<file path="src/rtl/seg7_pkg.sv">
// Shared widths, character codes and active-low glyphs ({g,f,e,d,c,b,a}) for the
// seven-segment scan driver.
package seg7_pkg;

    localparam int CODE_W     = 5;
    localparam int NUM_DIGITS = 8;
    localparam int DIGIT_W    = 3;
    localparam int SEG_W      = 7;

    localparam logic [CODE_W-1:0] CODE_H          = 5'h10;
    localparam logic [CODE_W-1:0] CODE_I          = 5'h11;
    localparam logic [CODE_W-1:0] CODE_L          = 5'h12;
    localparam logic [CODE_W-1:0] CODE_N          = 5'h13;
    localparam logic [CODE_W-1:0] CODE_O          = 5'h14;
    localparam logic [CODE_W-1:0] CODE_P          = 5'h15;
    localparam logic [CODE_W-1:0] CODE_R          = 5'h16;
    localparam logic [CODE_W-1:0] CODE_T          = 5'h17;
    localparam logic [CODE_W-1:0] CODE_U          = 5'h18;
    localparam logic [CODE_W-1:0] CODE_Y          = 5'h19;
    localparam logic [CODE_W-1:0] CODE_DASH       = 5'h1A;
    localparam logic [CODE_W-1:0] CODE_UNDERSCORE = 5'h1B;
    localparam logic [CODE_W-1:0] CODE_BLANK      = 5'h1F;

    localparam logic [SEG_W-1:0] SEG_BLANK = 7'h7F;
    localparam logic [SEG_W-1:0] SEG_0 = 7'b1000000;
    localparam logic [SEG_W-1:0] SEG_1 = 7'b1111001;
    localparam logic [SEG_W-1:0] SEG_2 = 7'b0100100;
    localparam logic [SEG_W-1:0] SEG_3 = 7'b0110000;
    localparam logic [SEG_W-1:0] SEG_4 = 7'b0011001;
    localparam logic [SEG_W-1:0] SEG_5 = 7'b0010010;
    localparam logic [SEG_W-1:0] SEG_6 = 7'b0000010;
    localparam logic [SEG_W-1:0] SEG_7 = 7'b1111000;
    localparam logic [SEG_W-1:0] SEG_8 = 7'b0000000;
    localparam logic [SEG_W-1:0] SEG_9 = 7'b0010000;
    localparam logic [SEG_W-1:0] SEG_A = 7'b0001000;
    localparam logic [SEG_W-1:0] SEG_B = 7'b0000011;
    localparam logic [SEG_W-1:0] SEG_C = 7'b1000110;
    localparam logic [SEG_W-1:0] SEG_D = 7'b0100001;
    localparam logic [SEG_W-1:0] SEG_E = 7'b0000110;
    localparam logic [SEG_W-1:0] SEG_F = 7'b0001110;
    localparam logic [SEG_W-1:0] SEG_H = 7'b0001001;
    localparam logic [SEG_W-1:0] SEG_I = 7'b1111011;
    localparam logic [SEG_W-1:0] SEG_L = 7'b1000111;
    localparam logic [SEG_W-1:0] SEG_N = 7'b0101011;
    localparam logic [SEG_W-1:0] SEG_O = 7'b0100011;
    localparam logic [SEG_W-1:0] SEG_P = 7'b0001100;
    localparam logic [SEG_W-1:0] SEG_R = 7'b0101111;
    localparam logic [SEG_W-1:0] SEG_T = 7'b0000111;
    localparam logic [SEG_W-1:0] SEG_U = 7'b1000001;
    localparam logic [SEG_W-1:0] SEG_Y = 7'b0010001;
    localparam logic [SEG_W-1:0] SEG_DASH       = 7'b0111111;
    localparam logic [SEG_W-1:0] SEG_UNDERSCORE = 7'b1110111;

endpackage

</file>
<file path="src/rtl/seg7_scan_driver_decode.sv">
// Combinational character-code to active-low glyph decoder.
module seg7_decode
    import seg7_pkg::*;
(
    input  logic [CODE_W-1:0] code_i,
    output logic [SEG_W-1:0]  seg_o
);

    always_comb begin
        seg_o = SEG_BLANK;
        case (code_i)
            5'h00: seg_o = SEG_0;
            5'h01: seg_o = SEG_1;
            5'h02: seg_o = SEG_2;
            5'h03: seg_o = SEG_3;
            5'h04: seg_o = SEG_4;
            5'h05: seg_o = SEG_5;
            5'h06: seg_o = SEG_6;
            5'h07: seg_o = SEG_7;
            5'h08: seg_o = SEG_8;
            5'h09: seg_o = SEG_9;
            5'h0A: seg_o = SEG_A;
            5'h0B: seg_o = SEG_B;
            5'h0C: seg_o = SEG_C;
            5'h0D: seg_o = SEG_D;
            5'h0E: seg_o = SEG_E;
            5'h0F: seg_o = SEG_F;
            CODE_H: seg_o = SEG_H;
            CODE_I: seg_o = SEG_I;
            CODE_L: seg_o = SEG_L;
            CODE_N: seg_o = SEG_N;
            CODE_O: seg_o = SEG_O;
            CODE_P: seg_o = SEG_P;
            CODE_R: seg_o = SEG_R;
            CODE_T: seg_o = SEG_T;
            CODE_U: seg_o = SEG_U;
            CODE_Y: seg_o = SEG_Y;
            CODE_DASH:       seg_o = SEG_DASH;
            CODE_UNDERSCORE: seg_o = SEG_UNDERSCORE;
            default: seg_o = SEG_BLANK;
        endcase
    end

endmodule

</file>
<file path="src/rtl/seg7_scan_driver.sv">
// 8-digit multiplexed seven-segment driver with per-frame snapshot and guard blanking.
// Optional per-digit blinking is enabled by defining SEG7_BLINK_EN.
module seg7_scan_driver
    import seg7_pkg::*;
#(
    parameter int DIGIT_TICKS  = 100000,
    parameter int BLANK_TICKS  = 2000
`ifdef SEG7_BLINK_EN
   ,parameter int BLINK_FRAMES = 62
`endif
) (
    input  logic                         clk,
    input  logic                         reset,
    input  logic [NUM_DIGITS*CODE_W-1:0] display,
    input  logic [NUM_DIGITS-1:0]        dp_en,
`ifdef SEG7_BLINK_EN
    input  logic [NUM_DIGITS-1:0]        blink,
`endif
    output logic [NUM_DIGITS-1:0]        an,
    output logic [SEG_W-1:0]             seg,
    output logic                         dp,
    output logic                         frame_done
);

    localparam int TICK_W = (DIGIT_TICKS > 2) ? $clog2(DIGIT_TICKS) : 1;
    localparam logic [TICK_W-1:0] TICK_LAST = TICK_W'(DIGIT_TICKS - 1);
    localparam logic [TICK_W-1:0] TICK_BLANK = TICK_W'(BLANK_TICKS);

    logic [TICK_W-1:0]            tick_q, tick_d;
    logic [DIGIT_W-1:0]           digit_q, digit_d;
    logic [NUM_DIGITS*CODE_W-1:0] snap_q, snap_d;
    logic [NUM_DIGITS-1:0]        dp_snap_q, dp_snap_d;
    logic [NUM_DIGITS-1:0]        an_d;
    logic [SEG_W-1:0]             seg_d, glyph;
    logic                         dp_d, frame_done_d;
    logic                         frame_start, frame_end, blank;
    logic [CODE_W-1:0]            code;

`ifdef SEG7_BLINK_EN
    localparam int FCNT_W = $clog2(BLINK_FRAMES + 1);
    logic [NUM_DIGITS-1:0] blink_snap_q, blink_snap_d;
    logic [FCNT_W-1:0]     frame_cnt_q, frame_cnt_d;
    logic                  phase_q, phase_d;
`endif

    seg7_decode u_decode (
        .code_i (code),
        .seg_o  (glyph)
    );

    always_comb begin
        frame_start = (tick_q == '0) && (digit_q == DIGIT_W'(NUM_DIGITS - 1));
        frame_end   = (tick_q == TICK_LAST) && (digit_q == '0);

        // The capture cycle drives from the incoming word so a zero-length guard still shows fresh data.
        snap_d    = frame_start ? display : snap_q;
        dp_snap_d = frame_start ? dp_en   : dp_snap_q;

        tick_d  = (tick_q == TICK_LAST) ? '0 : tick_q + 1'b1;
        digit_d = (tick_q == TICK_LAST) ? digit_q - 1'b1 : digit_q;

        code  = snap_d[CODE_W*int'(digit_q) +: CODE_W];
        blank = (tick_q < TICK_BLANK);

`ifdef SEG7_BLINK_EN
        blink_snap_d = frame_start ? blink : blink_snap_q;
        frame_cnt_d  = frame_cnt_q;
        phase_d      = phase_q;
        if (frame_end) begin
            if (frame_cnt_q == FCNT_W'(BLINK_FRAMES - 1)) begin
                frame_cnt_d = '0;
                phase_d     = ~phase_q;
            end else begin
                frame_cnt_d = frame_cnt_q + 1'b1;
            end
        end
        blank = blank || (phase_q && blink_snap_d[digit_q]);
`endif

        an_d         = blank ? '1 : ~(NUM_DIGITS'(1) << digit_q);
        seg_d        = blank ? SEG_BLANK : glyph;
        dp_d         = blank ? 1'b1 : ~dp_snap_d[digit_q];
        frame_done_d = frame_end;
    end

    always_ff @(posedge clk or negedge reset) begin
        if (!reset) begin
            tick_q     <= '0;
            digit_q    <= DIGIT_W'(NUM_DIGITS - 1);
            snap_q     <= {NUM_DIGITS{CODE_BLANK}};
            dp_snap_q  <= '0;
            an         <= '1;
            seg        <= SEG_BLANK;
            dp         <= 1'b1;
            frame_done <= 1'b0;
        end else begin
            tick_q     <= tick_d;
            digit_q    <= digit_d;
            snap_q     <= snap_d;
            dp_snap_q  <= dp_snap_d;
            an         <= an_d;
            seg        <= seg_d;
            dp         <= dp_d;
            frame_done <= frame_done_d;
        end
    end

`ifdef SEG7_BLINK_EN
    always_ff @(posedge clk or negedge reset) begin
        if (!reset) begin
            blink_snap_q <= '0;
            frame_cnt_q  <= '0;
            phase_q      <= 1'b0;
        end else begin
            blink_snap_q <= blink_snap_d;
            frame_cnt_q  <= frame_cnt_d;
            phase_q      <= phase_d;
        end
    end
`endif

endmodule

</file>
<file path="config.mk">
export PLATFORM = sky130hd
export DESIGN_NAME = seg7_scan_driver
export DESIGN_NICKNAME = d
export VERILOG_FILES = /design/src/rtl/seg7_pkg.sv /design/src/rtl/seg7_scan_driver_decode.sv /design/src/rtl/seg7_scan_driver.sv
export SDC_FILE = /design/constraint.sdc
export NUM_CORES = 1
export LEC_CHECK = 0
export BUFFER_PORTS_ARGS = -buffer_cell sky130_fd_sc_hd__buf_2
export CAP_MARGIN = 15
export CELL_PAD_IN_SITES_DETAIL_PLACEMENT = 0
export CELL_PAD_IN_SITES_GLOBAL_PLACEMENT = 1
export CORE_AREA = 5 5 106 108
export CTS_CLUSTER_DIAMETER = 80
export DETAILED_ROUTE_END_ITERATION = 8
export DIE_AREA = 0 0 111 113
export PLACE_DENSITY = 0.9
export SLEW_MARGIN = 40
export SYNTH_ARGS = -nofsm -noshare
export SYNTH_HDL_FRONTEND = slang
export SYNTH_SLANG_ARGS = --single-unit
</file>
<file path="constraint.sdc">
create_clock -name clk -period 8.3 [get_ports clk]
set_clock_uncertainty 0.2 [all_clocks]
set_input_delay 1.66 -clock clk [delete_from_list [all_inputs] [get_ports clk]]
set_output_delay 1.66 -clock clk [all_outputs]
set_load 0.05 [all_outputs]
</file>
* After elaboration in Yosys (flattened, before gate mapping)
Memory sizes are Yosys's and may differ from the RTL's.
Cells that the tools add are included.
** Word-level totals
- Output and inout port bits :: 17
- Input port bits :: 50
- Logic and storage cells :: 32
- Memories kept :: 1
- Bits in read-only memories :: 224
- Register bits after elaboration :: 85
** Operators by class
- Bitwise operators :: 2
- Multiply operators :: 1
- Equality and inequality tests :: 2
- Muxes and demuxes :: 8
- Shift operators :: 2
- Add/sub/neg operators :: 2
- Reduce and logical (&&, ||, !) cells :: 4
- Magnitude comparators :: 2
** Memories
- (name not given) :: depth 32, bits a word 7, read ports 1, clocked after memory_dff 0, wr ports 0, line seg7_scan_driver_decode.sv:11 : case (code_i)
** Operator list (count)
- 2-to-1 mux 40 bit :: 1
- indexed part select 40 x 7 -> 5 bit :: 1
- adder 17 x 1 -> 17 bit (second input constant) :: 1
- equality test 17 bit (second input constant) :: 1
- zero test 17 bit :: 1
- less-than comparator 17 x 11 -> 1 bit (second input constant) :: 1
- 2-to-1 mux 17 bit :: 1
- 2-to-1 mux 8 bit :: 2
- NOT 8 bit :: 1
- << shifter 1 x 3 -> 8 bit (first input constant) :: 1
- 2-to-1 mux 7 bit :: 1
- multiplier 3 x 3 -> 6 bit (first input constant) :: 1
- less-than comparator 3 x 4 -> 1 bit (second input constant) :: 1
- binary-select mux 1 bit (select 3 bit) :: 1
- equality test 3 bit (second input constant) :: 1
- zero test 3 bit :: 1
- subtractor 3 x 1 -> 3 bit (second input constant) :: 1
- logical AND 1 bit :: 2
- 2-to-1 mux 1 bit :: 2
- NOT 1 bit :: 1

* Logic depth before layout (Yosys ltp)
- Depth after elaboration :: 7
- Mapped depth :: 15
- Gate-level depth less buffers :: 13

* By module
From an unflattened synthesis, not the netlist that was laid out.
** Unflattened totals
- Cells, all modules :: 500
- Area total of the unflattened synthesis :: 4657.0 µm²
** Modules (own cells, without submodules)
- seg7_scan_driver :: area each 4190.3 µm², times used 1, cells each 438, seq. area each 2200.9 µm²
- seg7_decode :: area each 466.7 µm², times used 1, cells each 62, seq. area each 0.0 µm²

* Worst setup path after synthesis
Ideal clock, no wire load.
- Path kind :: input to register
- Start point :: input display[30]
- End point :: register seg[3]
- Stages :: 10
- Buffers on the path :: 0
- Data arrival time :: 3241 ps
- Required time :: 8017 ps
- Slack :: 4776 ps
- Path through :: nand2_1 a211oi_1 o21ai_0 nand4_1 inv_1 ha_1 inv_1 mux2i_1 mux2_2 o211ai_1
** On the way
- Cells in the longest elaborated chain, start to end :: 4
** RTL lines
- from (decl) :: line seg7_scan_driver.sv:14 : input logic [NUM_DIGITS*CODE_W-1:0] display,
- 2-to-1 mux 40 bit :: line seg7_scan_driver.sv:56 : snap_d = frame_start ? display : snap_q;
- indexed part select 40 x 7 -> 5 bit :: line seg7_scan_driver.sv:62 : code = snap_d[CODE_W*int'(digit_q) +: CODE_W];
- memory read (32 x 7 bit)
- 2-to-1 mux 7 bit :: line seg7_scan_driver.sv:81 : seg_d = blank ? SEG_BLANK : glyph;
- named net seg_d[3] :: line seg7_scan_driver.sv:34 : logic [SEG_W-1:0] seg_d, glyph;
- to (signal assigned) :: line seg7_scan_driver.sv:102 : seg <= seg_d;
- to (decl) :: line seg7_scan_driver.sv:20 : output logic [SEG_W-1:0] seg,
The timed path passes the listed nets, and every way through them passes these cells.
A chain may end at the register's enable or synchronous reset.

* Worst setup path in the final report
- Start point :: register digit_q[0]
- End point :: register seg[3]
** On the way
- Cells in the longest elaborated chain, start to end :: 6
- Elaborated cells on any way between the ends :: 7
- Those cells by class :: mul: 1; eq/ne: 1; shift: 1; mux: 2; reduce/logical: 1; memory: 1
** RTL lines
- from (decl) :: line seg7_scan_driver.sv:30 : logic [DIGIT_W-1:0] digit_q, digit_d;
- from (signal assigned) :: line seg7_scan_driver.sv:89 : digit_q <= DIGIT_W'(NUM_DIGITS - 1);
- from (signal assigned) :: line seg7_scan_driver.sv:98 : digit_q <= digit_d;
- parallel branches: the longest is 3 deep, another holds multiplier 3 x 3 -> 6 bit
- indexed part select 40 x 7 -> 5 bit * :: line seg7_scan_driver.sv:62
- memory read (32 x 7 bit) *
- 2-to-1 mux 7 bit * :: line seg7_scan_driver.sv:81
- named net seg_d[3] :: line seg7_scan_driver.sv:34
Mark *: on every way through the listed nets, which the timed path passes.

==> flow_summary.ini <==
[worst_setup_path]
critical_path_peak_fanout = 45
cp_data_required_time_ns = 8.37
crit_path_top_delay_cell = sky130_fd_sc_hd__dfstp_4
critPathLaunchType = flop
worst_path_cell_chain = ha_1 > and4bb_1 > and4_1 > buf_6 > a22oi_1 > o21ai_0 > nand4_1 > inv_1 > ha_1 > inv_1 > mux2i_1 > mux2_2 > o211ai_1
critical_path_buf_inv_count = 3
path_delay_family = simple AND/OR/NAND/NOR gates
setup.reg_to_reg.worst_slack_ns = 3.94
critical_path.startpoint = digit_q[0]$_DFFE_PN1N_
worstReg2RegStart = digit_q[0]$_DFFE_PN1N_
timing.setup.critical_path_class = flop to flop
cp-end-kind = flop
arrival_ns = 4.43
max_stage_delay_ns = 0.90

[floorplan]
floorplan.die_area_sq_um = 12500
top_level_ports = 67
die_x_um = 111
fp.dieH_um = 113
total_core_area_sq_um = 10100
floorplan.initialDensity = 0.471
placement_rows = 37

[clock_network]
clock_sinks = 85
path_clk_slew_ns = 0.08
clockRootBuffer = sky130_fd_sc_hd__clkbuf_8
tritoncts = done
number_of_instances_resized_during_post_cts_repair = 0
cts_max_path_buffers = 2
insertion_delay_ns = 0.36
ctsHoldBuffers = 0
clock_h_tree_levels = 3
cts.repair_timing.setup_buffer_count = 0
numCtsBuffers = 9

[sta]
postLayoutSetupSlackWorst_ns = 3.94
hold_ws_ns = 0.299
grt_setup_unrepaired = no
layout_worst_path_cycle_share = 0.525
timing.max_slew.rel_slack = 0.536
totalNegativeSetupSlack_ns = 0
period_needed_ns = 4.36
timing.fmax_mhz = 230
max_slew.worst_pin.slew_ns = 0.696
finalHoldViolCount = 0
report.final.setup_viol = 0
slew_viol_final = 0

[route]
num_vias = 3695
post-route-drc-count = 0
drt_pre_antenna_iters = 4
drt-initial-drc-count = 236
drt_wl_total_um = 11200
ant_nets = 0
post_drt_wl_per_cell_um = 16.7
detail_route.vias_per_cell = 5.51

[layout]
syn2layout_area_growth_pct = 13.5
share_of_post_route_cells_with_drive_strength_above_1 = 0.384
final_cell_area_sq_um = 5420
antennaDiodeCount = 0
fin_nets = 593

[global_routing]
antenna_violations_before_repair = 0
maximum_number_of_pins_on_one_net_before_global_route_repair = 57
overflow = 0
number_of_global_route_vias_before_repair = 3753
grt_usage = 0.181
wire_length_of_the_first_global_routing_pass_um = 18600

[pwr]
power_per_cell_area_nw_per_um2 = 137
power.leakage_nw = 2.36
peakVddDrop_v = 0.0000689

[worst_hold_path]
min_path_type = flop to flop
min-delay-start = tick_q[0]$_DFF_PN0_

[yosys]
synth-warning-count = 0
synth.ff_latch_count = 85
post_synth_main_area_contributors = sky130_fd_sc_hd__dfstp_2 (32%), sky130_fd_sc_hd__dfrtp_1 (14%), sky130_fd_sc_hd__mux2_2 (11%)
ys_types = 45
total_standard_cell_area_after_synthesis_sq_um = 4780
synthDominantCellAreaShare = 0.324
synth-seq-area-share = 0.461
number_of_enable_flip_flop_cells_after_synthesis = 0
mean_instance_size_in_the_synthesized_netlist_sq_um = 10.0
yosysTopAreaCell = sky130_fd_sc_hd__dfstp_2
dominantRegCellSynth = sky130_fd_sc_hd__dfstp_2
synth_cells = 476
synth.net_count = 540
synth-async-reset-ratio = 1.00

[placement]
io_buffers = 66
dpl_cell_area_sq_um = 5190
place_ws_ns = 3.62
gpl.final_weighted_congestion = 0.777
post-dp-hpwl_um = 7840

[run_status]
status = finished, final reports clean

[flow_run]
max_cap_viol_count = 0
layout by cell type (no fill, tap or decap), drive strengths merged, types with 8 or more instances in the layout:
master  instances
inv            12
mux2           50
xor2            8
dfrtp          26
dfstp          59
clkbuf         13
a22oi          22
buf            73
nor2           28
nand4          10
xnor2          10
nand2          95
a211oi         21
ha             14
nand3          11
o21ai          23
layout make-up:
type	instances	area, sq um
well taps	136	170
fillers	886	4720
repair buffers	73	389
clock inverters	3	43.8
inverters	12	45.0
multi-input cells	348	2410
clock buffers	13	159
flip-flops and latches	85	2200
flip-flops by register name (all words and copies together) (netlist names):
name / flops
tick_q: 17
dp: 1
seg: 7
an: 8
snap_q: 40
dp_snap_q: 8
digit_q: 3
frame_done: 1
synthesized netlist by cell type, types with 2 or more instances:
library cell	number
sky130_fd_sc_hd__nand2_1	95
sky130_fd_sc_hd__dfstp_2	59
sky130_fd_sc_hd__mux2_2	48
sky130_fd_sc_hd__nor2_1	27
sky130_fd_sc_hd__dfrtp_1	26
sky130_fd_sc_hd__o21ai_0	23
sky130_fd_sc_hd__a211oi_1	21
sky130_fd_sc_hd__a22oi_1	21
sky130_fd_sc_hd__ha_1	14
sky130_fd_sc_hd__clkbuf_1	12
sky130_fd_sc_hd__inv_1	12
sky130_fd_sc_hd__nand3_1	11
sky130_fd_sc_hd__nand4_1	10
sky130_fd_sc_hd__xnor2_1	10
sky130_fd_sc_hd__buf_1	9
sky130_fd_sc_hd__xor2_1	8
sky130_fd_sc_hd__buf_2	7
sky130_fd_sc_hd__and2_1	6
sky130_fd_sc_hd__mux2i_1	6
sky130_fd_sc_hd__and3_1	5
sky130_fd_sc_hd__o211ai_1	5
sky130_fd_sc_hd__o21a_1	5
sky130_fd_sc_hd__and4_1	4
sky130_fd_sc_hd__a21oi_1	3
sky130_fd_sc_hd__buf_6	3
sky130_fd_sc_hd__or3_1	3
sky130_fd_sc_hd__a32oi_1	2
sky130_fd_sc_hd__mux2_1	2
sky130_fd_sc_hd__nor2b_1	2
sky130_fd_sc_hd__nor3_1	2
cell families after synthesis:
group | share of synthesized area
DFF | 0.461
AOI/OAI and AO/OA | 0.126
muxes | 0.135
adders and majority gates | 0.0367
buffers and inverters | 0.0403
xor gates and xnor gates | 0.0330
and+or+nand+nor | 0.168
final timing paths:
kind,end,cells past startpoint
max,seg[3]$_DFF_PN1_,13
min,tick_q[0]$_DFF_PN0_,1
max reg2reg,seg[3]$_DFF_PN1_,13
min reg2reg,tick_q[0]$_DFF_PN0_,1
max in group asynchronous,tick_q[3]$_DFF_PN0_,2
min in group asynchronous,dp_snap_q[0]$_DFF_PN0_,1
power breakdown:
part           switching (mW)  internal (mW)
combinational          0.0160        0.00978
clock                   0.145          0.156
sequential                  0          0.415
metrics by stage:
stage	power [mW]	utilization	cells
2_1_floorplan	0.425	-	476
3_3_place_gp	0.448	0.510	650
3_5_place_dp	0.449	0.512	652
4_1_cts	0.750	0.532	668
5_1_grt	0.773	0.535	670
6_report	0.742	0.535	670
routing by layer:
| metal | up-vias | part of all wire | track usage | wire [um] |
|---|---|---|---|---|
| li1 | 1790 | - | - | - |
| met1 | 1810 | 0.45 | 0.236 | 5060 |
| met2 | 84 | 0.50 | 0.307 | 5570 |
| met3 | 11 | 0.037 | 0.0337 | 416 |
| met4 | 0 | 0.012 | 0.0608 | 132 |
| met5 | - | 0 | 0 | 0 |
No activity file was read; power rests on OpenSTA's default activity.
